### config.mk
export PLATFORM = sky130hd
export DESIGN_NAME = effect_param_sequencer
export DESIGN_NICKNAME = d
export VERILOG_FILES = /design/src/rtl/effect_param_sequencer.sv
export SDC_FILE = /design/constraint.sdc
export NUM_CORES = 1
export LEC_CHECK = 0
export BUFFER_PORTS_ARGS = -buffer_cell sky130_fd_sc_hd__buf_2
export CORE_MARGIN = 4
export CORE_UTILIZATION = 59
export DETAILED_ROUTE_END_ITERATION = 10
export GPL_TIMING_DRIVEN = 0
export MAX_ROUTING_LAYER = met4
export PLACE_DENSITY = 0.83
export SYNTH_ARGS = -nofsm -noshare
export SYNTH_HDL_FRONTEND = slang
export SYNTH_SLANG_ARGS = --single-unit
### constraint.sdc
create_clock -name CLK -period 4.5 [get_ports CLK]
set_input_delay 0.9 -clock CLK [delete_from_list [all_inputs] [get_ports CLK]]
set_output_delay 0.9 -clock CLK [all_outputs]
set_load 0.02 [all_outputs]
### src/rtl/effect_param_sequencer.sv
// effect_param_sequencer: debounced key dispatch to effect parameters, with a serial divider for the tremolo rate
module effect_param_sequencer #(
   parameter int CLK_HZ          = 50000000,
   parameter int DEBOUNCE_CYCLES = 500000,
   parameter int TREM_DIV_INIT   = 2560,
   parameter int TREM_DIV_STEP   = 256,
   parameter int TREM_DIV_MIN    = 256,
   parameter int TREM_DIV_MAX    = 5120,
   parameter int ECHO_INIT       = 12000,
   parameter int ECHO_STEP       = 1000,
   parameter int ECHO_MIN        = 1000,
   parameter int ECHO_MAX        = 48000,
   parameter int DIST_INIT       = 16384,
   parameter int DIST_STEP       = 2048,
   parameter int DIST_MIN        = 2048,
   parameter int DIST_MAX        = 30720
) (
   input  logic        CLK,
   input  logic        RESET_N,
   input  logic        key3,
   input  logic        key2,
   input  logic [9:0]  SW,
   output logic [15:0] echo_delay,
   output logic [15:0] dist_threshold,
   output logic [12:0] trem_divisor,
   output logic [31:0] trem_frequency,
   output logic        freq_valid,
   output logic        busy,
   output logic [2:0]  disabled
);
   localparam int          CW        = $clog2(DEBOUNCE_CYCLES + 1);
   localparam logic [31:0] DIVIDEND  = 32'(CLK_HZ);
   localparam logic [31:0] FREQ_INIT = 32'(CLK_HZ / TREM_DIV_INIT);
   typedef enum logic [1:0] {IDLE, DIV, DONE} state_t;
   state_t         state;
   logic [1:0]     sync1, sync2, deb, ev;
   logic [CW-1:0]  cnt [2];
   logic           up, dn, e_up, e_dn, d_up, d_dn;
   logic           t_key, t_take_q, t_ev, t_sub, t_ok, t_go;
   logic [12:0]    t_nx, dv;
   logic           q_valid, q_sub, q_bit;
   logic [31:0]    rem, quo, r_sh, r_nx;
   logic [4:0]     it;
   logic           unused_sw;
   assign unused_sw = ^SW[6:4];
   // two-flop synchronisers for the raw keys; bit 1 is key3, bit 0 is key2, idle high
   always_ff @(posedge CLK or negedge RESET_N)
      if (!RESET_N) begin
         sync1 <= 2'b11;
         sync2 <= 2'b11;
      end else begin
         sync1 <= {key3, key2};
         sync2 <= sync1;
      end
   // debounce: flip the pressed state after a full run of disagreeing samples, pulse on press only
   always_ff @(posedge CLK or negedge RESET_N)
      if (!RESET_N) begin
         deb    <= '0;
         ev     <= '0;
         cnt[0] <= '0;
         cnt[1] <= '0;
      end else begin
         for (int i = 0; i < 2; i++) begin
            ev[i] <= 1'b0;
            if (~sync2[i] != deb[i]) begin
               if (cnt[i] == CW'(DEBOUNCE_CYCLES - 1)) begin
                  deb[i] <= ~sync2[i];
                  ev[i]  <= ~sync2[i];
                  cnt[i] <= '0;
               end else
                  cnt[i] <= cnt[i] + 1'b1;
            end else
               cnt[i] <= '0;
         end
      end
   assign up   = ev[1] & ~ev[0];
   assign dn   = ev[0] & ~ev[1];
   assign e_up = SW[3:0] == 4'd1 && up && int'(echo_delay) + ECHO_STEP <= ECHO_MAX;
   assign e_dn = SW[3:0] == 4'd1 && dn && int'(echo_delay) - ECHO_STEP >= ECHO_MIN;
   assign d_up = SW[3:0] == 4'd3 && up && int'(dist_threshold) + DIST_STEP <= DIST_MAX;
   assign d_dn = SW[3:0] == 4'd3 && dn && int'(dist_threshold) - DIST_STEP >= DIST_MIN;
   // a queued tremolo request takes priority in DONE; a fresh key request is used whenever the divider is not running
   assign t_key    = SW[3:0] == 4'd2 && (up | dn);
   assign t_take_q = state == DONE && q_valid;
   assign t_ev     = t_take_q || (state != DIV && t_key);
   assign t_sub    = t_take_q ? q_sub : up;
   assign t_ok     = t_sub ? int'(trem_divisor) - TREM_DIV_STEP >= TREM_DIV_MIN
                           : int'(trem_divisor) + TREM_DIV_STEP <= TREM_DIV_MAX;
   assign t_go     = t_ev && t_ok;
   assign t_nx     = t_sub ? trem_divisor - 13'(TREM_DIV_STEP) : trem_divisor + 13'(TREM_DIV_STEP);
   // one restoring step: shift in the next dividend bit, subtract the divisor when it fits
   assign r_sh  = {rem[30:0], quo[31]};
   assign q_bit = r_sh >= 32'(dv);
   assign r_nx  = q_bit ? r_sh - 32'(dv) : r_sh;
   // live parameter registers and the registered bypass flags
   always_ff @(posedge CLK or negedge RESET_N)
      if (!RESET_N) begin
         echo_delay     <= 16'(ECHO_INIT);
         dist_threshold <= 16'(DIST_INIT);
         trem_divisor   <= 13'(TREM_DIV_INIT);
         disabled       <= 3'b111;
      end else begin
         echo_delay     <= e_up ? echo_delay + 16'(ECHO_STEP) : e_dn ? echo_delay - 16'(ECHO_STEP) : echo_delay;
         dist_threshold <= d_up ? dist_threshold + 16'(DIST_STEP) : d_dn ? dist_threshold - 16'(DIST_STEP) : dist_threshold;
         trem_divisor   <= t_go ? t_nx : trem_divisor;
         disabled       <= ~SW[9:7];
      end
   // one-deep tremolo queue: filled while dividing, drained in DONE; a request arriving with the slot taken is dropped
   always_ff @(posedge CLK or negedge RESET_N)
      if (!RESET_N) begin
         q_valid <= 1'b0;
         q_sub   <= 1'b0;
      end else if (t_take_q)
         q_valid <= 1'b0;
      else if (state == DIV && t_key && !q_valid) begin
         q_valid <= 1'b1;
         q_sub   <= up;
      end
   // divider sequencer: start on an accepted divisor change, 32 iterations, publish the quotient in DONE
   always_ff @(posedge CLK or negedge RESET_N)
      if (!RESET_N) begin
         state          <= IDLE;
         busy           <= 1'b0;
         freq_valid     <= 1'b0;
         trem_frequency <= FREQ_INIT;
         rem            <= '0;
         quo            <= '0;
         dv             <= '0;
         it             <= '0;
      end else begin
         freq_valid <= 1'b0;
         case (state)
            DIV: begin
               rem <= r_nx;
               quo <= {quo[30:0], q_bit};
               it  <= it + 5'd1;
               if (it == 5'd31) begin
                  state          <= DONE;
                  busy           <= 1'b0;
                  freq_valid     <= 1'b1;
                  trem_frequency <= {quo[30:0], q_bit};
               end
            end
            default: begin
               state <= t_go ? DIV : IDLE;
               busy  <= t_go;
               if (t_go) begin
                  rem <= '0;
                  quo <= DIVIDEND;
                  dv  <= t_nx;
                  it  <= '0;
               end
            end
         endcase
      end
endmodule

==> impl_summary.md <==
STA
Static timing analysis puts the maximum clock frequency at 0.249 GHz. The time the worst path needs with I/O delays and setup is 4.01 ns. In the post-route analysis, the smallest setup slack over all paths is 0.486 ns. The period utilization is 89.2%. The post-route clock skew is 0.0106 ns. The worst pin sits at a relative slew slack of 37.8%.

For the pin with the worst max-slew slack, the measured transition is 0.933 ns. The final number of max-transition violations came to 0. Setup violations remaining at the end of the flow were counted as 0. The number of endpoints with negative hold slack in the final report came to 0. Setup repair after global routing left no endpoint under its margin.

Placement
During placement, the flow inserted port buffers numbering 70. Before CTS, the worst setup slack after placement is -0.0923 ns. Routability-driven placement finished with a final weighted congestion of 0.885.

Detailed placement ended at an HPWL of 12,700 microns. The cell total after placement is 1,179.

Clock tree
The number of levels in the clock H-tree is 4. The clock passes through at most 2 buffers. TritonCTS built the clock tree.

The number of hold-repair buffers added at the cts stage is 0. The cell at the root of the clock tree is clkbuf_16. For the worst-skew pair, the clock arrives at the later sink with an insertion delay of 0.43 ns. After clock tree synthesis, the clock-pin slew on the worst setup and hold paths is 0.07 ns. The total clock buffers created by CTS is 17. Counting every sink on the clock net gives 182.

Global routing
The first global-routing pass estimated 31,800 microns of wire. The via count of the first global-routing pass is 6,577. In this run the most used layer during global routing was met2. The initial antenna violation count was 0. For this run, global-route usage on met2 was measured as 34.4%.

Global routing consumed, over all layers together, 22.5% of the routing resources. The met3 routing resource usage after global routing is 4.01%. Global routing consumed, on the met1 layer, 30.7% of the routing resources. The pin count of the biggest net entering global routing is 110.

For this run the aggregate overflow at the end of global routing stands at 0.

Synth
The mean instance size in the synthesized netlist is 10.1 sq um. After synthesis the cells add up to 9050 sq um. The synthesis warning total is 0.

The number of enable flip-flop cells after synthesis is 0. The flop and latch count out of synthesis is 182. The fraction of the yosys area taken by sequential cells is 50.6%.

The number of standard cells after synthesis is 899. Counting flops with an async set or reset pin after synthesis yields a share of 100%. The synthesized netlist contains 57 unique library cells. For this run, the leading register cell type out of synthesis is dfrtp_1.

Pwr
Across the VDD grid, the largest voltage drop is 0.390 mV. Summed over all cells, the static leakage comes to 4.62 nW. The portion of total power attributed to sequential cells is 44.6%. The part of the power in the clock network is 26.7%. The ratio of total power to cell area is 525 nW/um^2. In this run the power spent charging and discharging nets is 1.95 mW. The switching share of power is 36.0%. The relative contribution of combinational cells to total power is 28.7%. The internal power of the cells totals 3.47 mW. Power comes to 5.42 mW.

Cells and area
The filler cell count is 1,146. Registers take 4580 sq um. In the layout the commonest cells are dfrtp_1, nand2_1, nor2_1, buf_2, o21ai_0. The total number of nets in the final design is 1,056.

The fraction of final layout cells with drive strength greater than 1 is 20.4%. The final cell utilization of the core is 68.5%. Leaving out fill and tap cells, the most frequent cell in the layout is dfrtp_1. The final cell count without fillers is 1,211. The number of diodes is 0.

The multi-input combinational cell area is 4150 sq um. The layout overhead on the synthesized area is 14.1%.

Drt
The average via count per standard cell is 5.60. The first detailed-routing pass took 5 iterations. The sum of routed wire length over all layers is 18,600 microns. The routed layout has 6,780 vias. Dividing the detail-routed wire length by the instance count gives 15.3 microns.

The first routing iteration left 470 violations. After detailed routing, the number of remaining DRC violations is 0. In this run the remaining antenna-violating nets after routing total 0.

Min path
The min-delay analysis places its worst path in the category reg -> reg. The end point of the worst hold path is sync2[0]. The count of cells along the worst hold path is 0.

The origin of the worst min-delay path is sync1[0].

Worst setup path
The origin of the critical flop-to-flop path is ev[0]. The top fanout value on the critical path is 10. The kind of capture point of the worst setup path is a flip-flop. The reg-to-reg critical path endpoint is echo_delay[14].

The setup path with the least slack is of type in -> reg. The endpoint arrival time on the critical path is 4.34 ns. The startpoint type of the worst setup path is an input pin. The required time of the critical path is 4.82 ns. The origin of the worst setup path is SW[1]. The depth of the worst register-to-register path is 12. Setup slack on the worst reg-to-reg path comes out at 0.98 ns.

Outcome
The flow ran to the end, and the final reports show no timing, DRC or antenna violations.

Die
The floorplan step defined a die boundary enclosing 17,400 sq um. The floorplan step set the die width to 132 microns. For this configuration, the core starts out at a cell density of 60.0%. The height of the chip is 132 microns. Pin placement for this block handled 96 I/O pins.

The core footprint is 15,100 sq um. The number of standard-cell rows in the floorplan is 45.

Job
The max capacitance violation total is 0.
==> routing by layer <==
metal,part of all wire (%),vias to the layer above,wire length [microns]
li1,-,3276,-
met3,4.4,27,814
met5,0,-,0
met2,48,162,8870
met4,1.7,0,308
met1,46,3315,8570
==> stage by stage <==
step	area, sq um	hold WS, ns	setup TNS, ns
finish	10300	0.366	0
CTS	10300	0.365	0
floorplan	9130	0.345	0
detailed placement	9750	0.356	-0.167
global route	10300	0.369	0
global placement	9720	0.355	-49.76
==> worst max-delay path: stages <==
cell and delay [ns]:
buf_2 0.14, nor4b_1 0.51, nand2_1 0.18, a31oi_2 0.50
inv_1 0.28, ha_1 0.35, a211oi_1 0.23, nor2_1 0.12
or4_1 0.40, a21oi_1 0.28, nor4b_1 0.11, o41ai_1 0.35
==> state kept, by name (all words and copies together), names as in the netlist, 2 cells and up <==
name	count
cnt	38
quo	32
trem_frequency	32
rem	31
echo_delay	13
dist_threshold	5
dv	5
it	5
trem_divisor	5
disabled	3
deb	2
ev	2
state	2
sync1	2
sync2	2
==> area by class of cell <==
| cell class | instances | share of cell area, % |
|---|---|---|
| timing repair buffer | 71 | 3.75 |
| sequential | 182 | 44.4 |
| inverter | 24 | 0.872 |
| tap | 188 | 2.28 |
| clock inverter | 14 | 1.38 |
| multi-input combinational | 660 | 40.2 |
| buffer | 54 | 2.99 |
| clock buffer | 18 | 4.15 |
==> worst max-delay path by stage <==
stage / endpoint / cells after the start
2_1_floorplan: echo_delay[14] / 11
3_3_place_gp: cnt[7] / 1
4_1_cts: echo_delay[14] / 12
3_5_place_dp: echo_delay[14] / 12
6_report: echo_delay[14] / 12
5_1_grt: echo_delay[14] / 12
==> cells in the mapped netlist (12+ instances only) <==
| master | instances | area [sq um] |
|---|---|---|
| nor3_1 | 12 | 60.1 |
| nand2_1 | 116 | 435 |
| buf_4 | 23 | 173 |
| mux2_2 | 36 | 405 |
| ha_1 | 28 | 350 |
| nor2_1 | 107 | 402 |
| o21ai_0 | 75 | 375 |
| nand3_1 | 19 | 95.1 |
| xor2_1 | 31 | 272 |
| inv_1 | 24 | 90.1 |
| dfrtp_1 | 158 | 3950 |
| clkbuf_1 | 18 | 67.6 |
| a21oi_1 | 29 | 145 |
| xnor2_1 | 39 | 342 |
| dfstp_2 | 24 | 631 |
==> power groups by stage <==
stage                     combinational (mW)  sequential (mW)  clock (mW)
after detailed placement                1.55             2.43           0
final                                   1.56             2.42        1.45
after global placement                  1.48             2.42           0
after floorplan                         1.01             2.47           0
after CTS                               1.57             2.41        1.47
after global routing                    1.75             2.47        1.55
==> logic make-up after synthesis <==
logic type	Yosys count	synth area share [%]
other cells	1	0.0414
compound gates	155	10.4
buf+inv	78	4.41
flops	182	50.6
mux	45	5.47
fa+ha+maj	32	4.76
simple gates	336	17.5
xor+xnor	70	6.77
==> repair_timing <==
item | in CTS | in global routing
hold endpoints to repair | 0 | 0
setup buffers | 0 | 0
resized for setup | 0 | 1
endpoints found under the setup margin | 0 | 1
No activity file was read; power rests on OpenSTA's default activity.
